--- config.mk ---
export PLATFORM = sky130hd
export DESIGN_NAME = exc_commit
export DESIGN_NICKNAME = d
export VERILOG_FILES = /design/src/rtl/exc_commit.sv
export SDC_FILE = /design/constraint.sdc
export NUM_CORES = 1
export LEC_CHECK = 0
export CORE_ASPECT_RATIO = 1.2
export CORE_MARGIN = 2
export CORE_UTILIZATION = 40
export DETAILED_ROUTE_END_ITERATION = 12
export GPL_TIMING_DRIVEN = 0
export PLACE_DENSITY = 0.86
export SKIP_LAST_GASP = 1
export SLEW_MARGIN = 25
export SYNTH_ARGS = -nofsm -noshare
export SYNTH_HDL_FRONTEND = slang
export SYNTH_SLANG_ARGS = --single-unit
export TNS_END_PERCENT = 50
--- constraint.sdc ---
create_clock -name clk -period 4.6 [get_ports clk]
set_input_delay 0.92 -clock clk [delete_from_list [all_inputs] [get_ports clk]]
set_output_delay 0.92 -clock clk [all_outputs]
set_load 0.02 [all_outputs]
--- src/rtl/exc_commit.sv ---
`default_nettype none
// ============================================================================
//  Module   : exc_commit
//  Purpose  : Exception / interrupt commit controller at the WB boundary.
//             Arbitrates interrupts, exceptions, ERTN, refetch and IDLE for
//             the instruction leaving WB, reports the winner to the CSR unit,
//             flushes until the CSR redirect strobe arrives, owns the IDLE
//             sleep state and synchronises the external/IPI interrupt lines.
//  Revision : 1.0  initial release
// ============================================================================
module exc_commit #(
  parameter int          SYNC_STAGES = 2,
  parameter int          HOLD_MAX    = 15,
  parameter logic [5:0]  INT_EXCODE  = 6'h00
) (
  input  logic        clk,
  input  logic        reset,
  input  logic [7:0]  ext_int,
  input  logic        ipi_int,
  input  logic        wb_valid,
  input  logic [31:0] wb_pc,
  input  logic        wb_exc,
  input  logic [5:0]  wb_excode,
  input  logic [8:0]  wb_esubcode,
  input  logic [31:0] wb_badv,
  input  logic        wb_is_ertn,
  input  logic        wb_refetch,
  input  logic        wb_is_idle,
  output logic        wb_ack,
  input  logic [11:0] lie,
  input  logic [11:0] is,
  input  logic        ie,
  input  logic        exlike,
  output logic [11:0] inter,
  output logic        is_exc,
  output logic [5:0]  excode,
  output logic [8:0]  esubcode,
  output logic [31:0] badvaddr,
  output logic [31:0] csr_pc,
  output logic        is_ertn,
  output logic        is_fetch_again,
  output logic        is_idle,
  output logic        flush,
  output logic        stall,
  output logic        hold_timeout
);

  // Last HOLD cycle count value before the watchdog fires.
  localparam logic [3:0] C_HOLD_LAST = 4'(HOLD_MAX - 1);

  typedef enum logic [1:0] {
    ST_RUN  = 2'd0,
    ST_IDLE = 2'd1,
    ST_HOLD = 2'd2
  } state_t;

  state_t      state_q, state_d;
  logic [3:0]  hold_cnt_q, hold_cnt_d;
  logic        timeout_q, timeout_d;

  logic        is_exc_q, is_exc_d;
  logic        is_ertn_q, is_ertn_d;
  logic        is_fa_q, is_fa_d;
  logic        is_idle_q, is_idle_d;
  logic [5:0]  excode_q, excode_d;
  logic [8:0]  esubcode_q, esubcode_d;
  logic [31:0] badvaddr_q, badvaddr_d;
  logic [31:0] csr_pc_q, csr_pc_d;
  logic [31:0] idle_pc_q, idle_pc_d;

  // Bit 8 carries the IPI line, bits 7:0 the external lines.
  logic [8:0]  sync_q [SYNC_STAGES];
  logic [11:0] inter_q;

  logic        w_int_pend;

  // Synchronise the asynchronous interrupt lines and register the CSR vector.
  always_ff @(posedge clk or posedge reset) begin
    if (reset) begin
      for (int k = 0; k < SYNC_STAGES; k++) sync_q[k] <= '0;
      inter_q <= '0;
    end else begin
      sync_q[0] <= {ipi_int, ext_int};
      for (int k = 1; k < SYNC_STAGES; k++) sync_q[k] <= sync_q[k-1];
      // Timer (bit 10) lives in the CSR unit; bits 1:0 are software interrupts.
      inter_q <= {sync_q[SYNC_STAGES-1][8], 1'b0,
                  sync_q[SYNC_STAGES-1][7:0], 2'b00};
    end
  end

  assign w_int_pend = ie & (|(lie & is));

  // Next-state, event pulse and payload selection.
  always_comb begin
    state_d    = state_q;
    hold_cnt_d = hold_cnt_q;
    timeout_d  = timeout_q;
    is_exc_d   = 1'b0;
    is_ertn_d  = 1'b0;
    is_fa_d    = 1'b0;
    is_idle_d  = 1'b0;
    excode_d   = excode_q;
    esubcode_d = esubcode_q;
    badvaddr_d = badvaddr_q;
    csr_pc_d   = csr_pc_q;
    idle_pc_d  = idle_pc_q;

    case (state_q)
      ST_RUN: begin
        if (wb_valid) begin
          if (w_int_pend) begin
            is_exc_d   = 1'b1;
            excode_d   = INT_EXCODE;
            esubcode_d = '0;
            csr_pc_d   = wb_pc;
            state_d    = ST_HOLD;
          end else if (wb_exc) begin
            is_exc_d   = 1'b1;
            excode_d   = wb_excode;
            esubcode_d = wb_esubcode;
            badvaddr_d = wb_badv;
            csr_pc_d   = wb_pc;
            state_d    = ST_HOLD;
          end else if (wb_is_ertn) begin
            is_ertn_d  = 1'b1;
            state_d    = ST_HOLD;
          end else if (wb_refetch) begin
            is_fa_d    = 1'b1;
            csr_pc_d   = wb_pc;
            state_d    = ST_HOLD;
          end else if (wb_is_idle) begin
            is_idle_d  = 1'b1;
            csr_pc_d   = wb_pc;
            idle_pc_d  = wb_pc;
            state_d    = ST_IDLE;
          end
        end
        hold_cnt_d = '0;
      end

      ST_IDLE: begin
        // The CSR unit derives ERA = idle pc + 4 on its own.
        if (w_int_pend) begin
          is_exc_d   = 1'b1;
          excode_d   = INT_EXCODE;
          esubcode_d = '0;
          csr_pc_d   = idle_pc_q;
          state_d    = ST_HOLD;
        end
        hold_cnt_d = '0;
      end

      ST_HOLD: begin
        if (exlike) begin
          state_d    = ST_RUN;
          hold_cnt_d = '0;
        end else if (hold_cnt_q == C_HOLD_LAST) begin
          timeout_d  = 1'b1;
          state_d    = ST_RUN;
          hold_cnt_d = '0;
        end else begin
          hold_cnt_d = hold_cnt_q + 4'd1;
        end
      end

      default: begin
        state_d    = ST_RUN;
        hold_cnt_d = '0;
      end
    endcase
  end

  // State, watchdog and CSR report registers.
  always_ff @(posedge clk or posedge reset) begin
    if (reset) begin
      state_q    <= ST_RUN;
      hold_cnt_q <= '0;
      timeout_q  <= 1'b0;
      is_exc_q   <= 1'b0;
      is_ertn_q  <= 1'b0;
      is_fa_q    <= 1'b0;
      is_idle_q  <= 1'b0;
      excode_q   <= '0;
      esubcode_q <= '0;
      badvaddr_q <= '0;
      csr_pc_q   <= '0;
      idle_pc_q  <= '0;
    end else begin
      state_q    <= state_d;
      hold_cnt_q <= hold_cnt_d;
      timeout_q  <= timeout_d;
      is_exc_q   <= is_exc_d;
      is_ertn_q  <= is_ertn_d;
      is_fa_q    <= is_fa_d;
      is_idle_q  <= is_idle_d;
      excode_q   <= excode_d;
      esubcode_q <= esubcode_d;
      badvaddr_q <= badvaddr_d;
      csr_pc_q   <= csr_pc_d;
      idle_pc_q  <= idle_pc_d;
    end
  end

  assign wb_ack         = wb_valid & (state_q == ST_RUN);
  assign flush          = (state_q == ST_HOLD);
  assign stall          = (state_q == ST_IDLE);
  assign inter          = inter_q;
  assign is_exc         = is_exc_q;
  assign is_ertn        = is_ertn_q;
  assign is_fetch_again = is_fa_q;
  assign is_idle        = is_idle_q;
  assign excode         = excode_q;
  assign esubcode       = esubcode_q;
  assign badvaddr       = badvaddr_q;
  assign csr_pc         = csr_pc_q;
  assign hold_timeout   = timeout_q;

endmodule
`default_nettype wire
==> flow_metrics.tcl <==
set metrics [dict create \
    dp_hpwl_um 10900 \
    cts_tree "done" \
    hold_depth 0 \
    hold_violations 0 \
    rr_endpoint "csr_pc[23]" \
    synth_cell_types 38 \
    drv_cap 0 \
    max_slew_margin 0.556 \
    rsz0062_at_grt "false" \
    firstDrtPassIters 4 \
    peakVddDrop_mv 0.280 \
    worstSetupPathType "input port to output pin" \
    dr_total_vias 3967 \
    worst_setup_path_start_kind "input port" \
    dp_slack_ps 1130 \
    track_usage 0.189 \
    grt_pass1_vias 4440 \
    skew_ps 8.56 \
    cts_buffers 17 \
    drcViolationCount 0 \
    crit_cells 4 \
    finalNetCount 730 \
    viasPerCell 4.99 \
    status "completed" \
    cp_slowest_cell "clkdlybuf4s50_1" \
    fmax_mhz 289 \
    timing.final.crit_share 0.753 \
    tightest_slew_ps 662 \
    num_rows 48 \
    path_cells "clkdlybuf4s50_1 > inv_1 > nor3_2 > clkdlybuf4s50_1" \
    syn2layout_area_growth_pct 52.4 \
    pin_count 220 \
    ys_ff_latch 149 \
    dr_wl_met2_um 7570 \
    insertion_delay_ps 410 \
    setup_viol 0 \
    antenna_found_initial 0 \
    drtIter0Drc 160 \
    synthesis.instances 365 \
    ant_nets 0 \
    grt_overflow 0 \
    wl_met1_um 5660 \
    ff2ff_setup_slack_ps 2470 \
    yosysWarnings 0 \
    core-area_um2 14400 \
    die_h_um 137 \
    worstPathArrival_ps 2540 \
    cts_sinks 149 \
    period_needed_ps 3460 \
    fp.dieW_um 115 \
    r2r_start "state_q[0]" \
    wl_per_cell_um 18.1 \
    grt_pass1_wl_um 22800 \
    post_cts_buffers 0 \
    htree_levels 4 \
    hold_buffers 0 \
    routed_wl_um 14400 \
    clockBufferDepth 2 \
    met3WireLength_um 716 \
    setup_tns_ps 0 \
    leakage_nw 3.96 \
    cp_max_fo 5 \
    post-route-util 0.626 \
    cts_resized 0 \
    power_mw 4.42 \
    hold_class "flip-flop to flip-flop" \
    top_layer_used "met4" \
    path_clk_slew_ps 70 \
    end_kind "output pin" \
    routabilityCongestion 0.885 \
    fin_ws_ps 1140 \
    syn_avg_cell_area_um2 16.2 \
    initial_core_util 0.411 \
    holdPathEnd "sync_q[4]" \
    dieArea_um2 15800 \
    io_buffers 216 \
    syn_area_um2 5920 \
    nFillCells 1073 \
    layout-drive-gt1-share 0.302 \
    path_buf_inv 3 \
    slew_violations 0 \
    cp_common_cell "clkdlybuf4s50_1" \
    cts-root-buf "clkbuf_16" \
    critical-path-top-delay-family "buffers and inverters" \
    hold_start "sync_q[13]" \
    slowest_delay_ps 700 \
    num_antenna_cells 0 \
    grt_start_max_net_pins 35 \
    p_per_area_nw_per_um2 489 \
    ff2ff_path_depth 6 \
    ys_seq_area_frac 0.629 \
    critPathRequiredTime_ps 3680 \
]
-- cells by family (layout without fill, tap and decap cells) --
kind of cell,Yosys count,in the layout,synth area share
other,1,3,0.000633
AOI/OAI and AO/OA,30,30,0.0458
xor gates and xnor gates,2,2,0.00296
buffers and inverters,26,279,0.0361
and+or+nand+nor,27,27,0.0268
muxes,128,128,0.254
DFF,149,149,0.629
adders and majority gates,2,2,0.00422
-- flip-flops by register name (all words and copies together) (netlist names) --
name	cells
badvaddr	32
csr_pc	32
idle_pc_q	32
sync_q	18
esubcode	9
inter	9
excode	6
hold_cnt_q	4
state_q	2
hold_timeout	1
is_ertn	1
is_exc	1
is_fetch_again	1
is_idle	1
-- through the flow --
| stage | hold WS, ps | instances | cell area, um^2 |
|---|---|---|---|
| 2_1_floorplan | 331 | 367 | 5940 |
| 3_3_place_gp | 332 | 758 | 8320 |
| 3_5_place_dp | 336 | 763 | 8430 |
| 4_1_cts | 351 | 795 | 9030 |
| 5_1_grt | 355 | 795 | 9030 |
| 6_report | 349 | 795 | 9030 |
-- worst max path at each step --
stage | startpoint | endpoint | slack [ps]
after floorplan | reset | badvaddr[0] | 1810
after global placement | reset | idle_pc_q[11] | 680
after detailed placement | wb_valid | wb_ack | 1130
after CTS | wb_valid | wb_ack | 1110
after global routing | state_q[0] | stall | 1030
final | wb_valid | wb_ack | 1140
-- placed cells by master, fill, tap and decap left out, types with 6 or more instances in the layout --
cell,count
mux2_4,17
buf_6,6
clkdlybuf4s50_1,216
buf_4,6
mux2_2,105
dfrtp_1,149
mux2_1,6
clkbuf_16,17
nor2_1,8
a22o_1,15
-- layout make-up --
type / instances / area [um^2] / share of cell area
Inverter: 6 / 26.3 / 0.00291
Timing Repair Buffer: 221 / 2280 / 0.252
Clock inverter: 15 / 171 / 0.0190
Sequential cell: 149 / 3730 / 0.413
Tap cell: 175 / 219 / 0.0243
Buffer: 20 / 191 / 0.0212
Multi-Input combinational cell: 192 / 1990 / 0.220
Clock buffer: 17 / 425 / 0.0471
-- power by group --
group / internal [mW] / switching, mW / total (mW)
sequential: 1.60 / 0.148 / 1.74
combinational: 0.729 / 0.559 / 1.29
clock: 0.814 / 0.573 / 1.39
total: 3.14 / 1.28 / 4.42
-- metal layers --
layer  vias up  track usage
li1       1781            -
met5         -            0
met1      2014        0.217
met3        29       0.0510
met2       143        0.328
met4         0       0.0890
-- cells in the mapped netlist --
master | count | area, um^2
xor2_1 | 1 | 8.76
buf_6 | 6 | 67.6
nor3_1 | 5 | 25.0
buf_8 | 1 | 15.0
a41o_1 | 1 | 10.0
buf_4 | 6 | 45.0
nor2_1 | 8 | 30.0
conb_1 | 1 | 3.75
buf_2 | 4 | 20.0
nand2_2 | 1 | 6.26
nand2_1 | 3 | 11.3
a21o_1 | 1 | 7.51
a31oi_1 | 1 | 6.26
xnor2_1 | 1 | 8.76
a22oi_2 | 2 | 25.0
ha_1 | 2 | 25.0
o31ai_4 | 1 | 21.3
a22oi_1 | 4 | 30.0
nand3_1 | 2 | 10.0
and3_1 | 1 | 6.26
nor3_2 | 1 | 10.0
buf_12 | 2 | 40.0
mux2_2 | 105 | 1180
a22o_1 | 15 | 131
clkbuf_1 | 1 | 3.75
o31a_1 | 1 | 8.76
and3_4 | 1 | 11.3
a2bb2oi_1 | 1 | 8.76
nand4_4 | 1 | 21.3
o21ai_2 | 1 | 8.76
nor2b_1 | 3 | 18.8
dfrtp_1 | 149 | 3730
and4_1 | 1 | 8.76
mux2_1 | 6 | 67.6
inv_1 | 6 | 22.5
o21ai_1 | 1 | 5.00
mux2_4 | 17 | 255
a32oi_1 | 1 | 8.76
No activity file was read; power rests on OpenSTA's default activity.
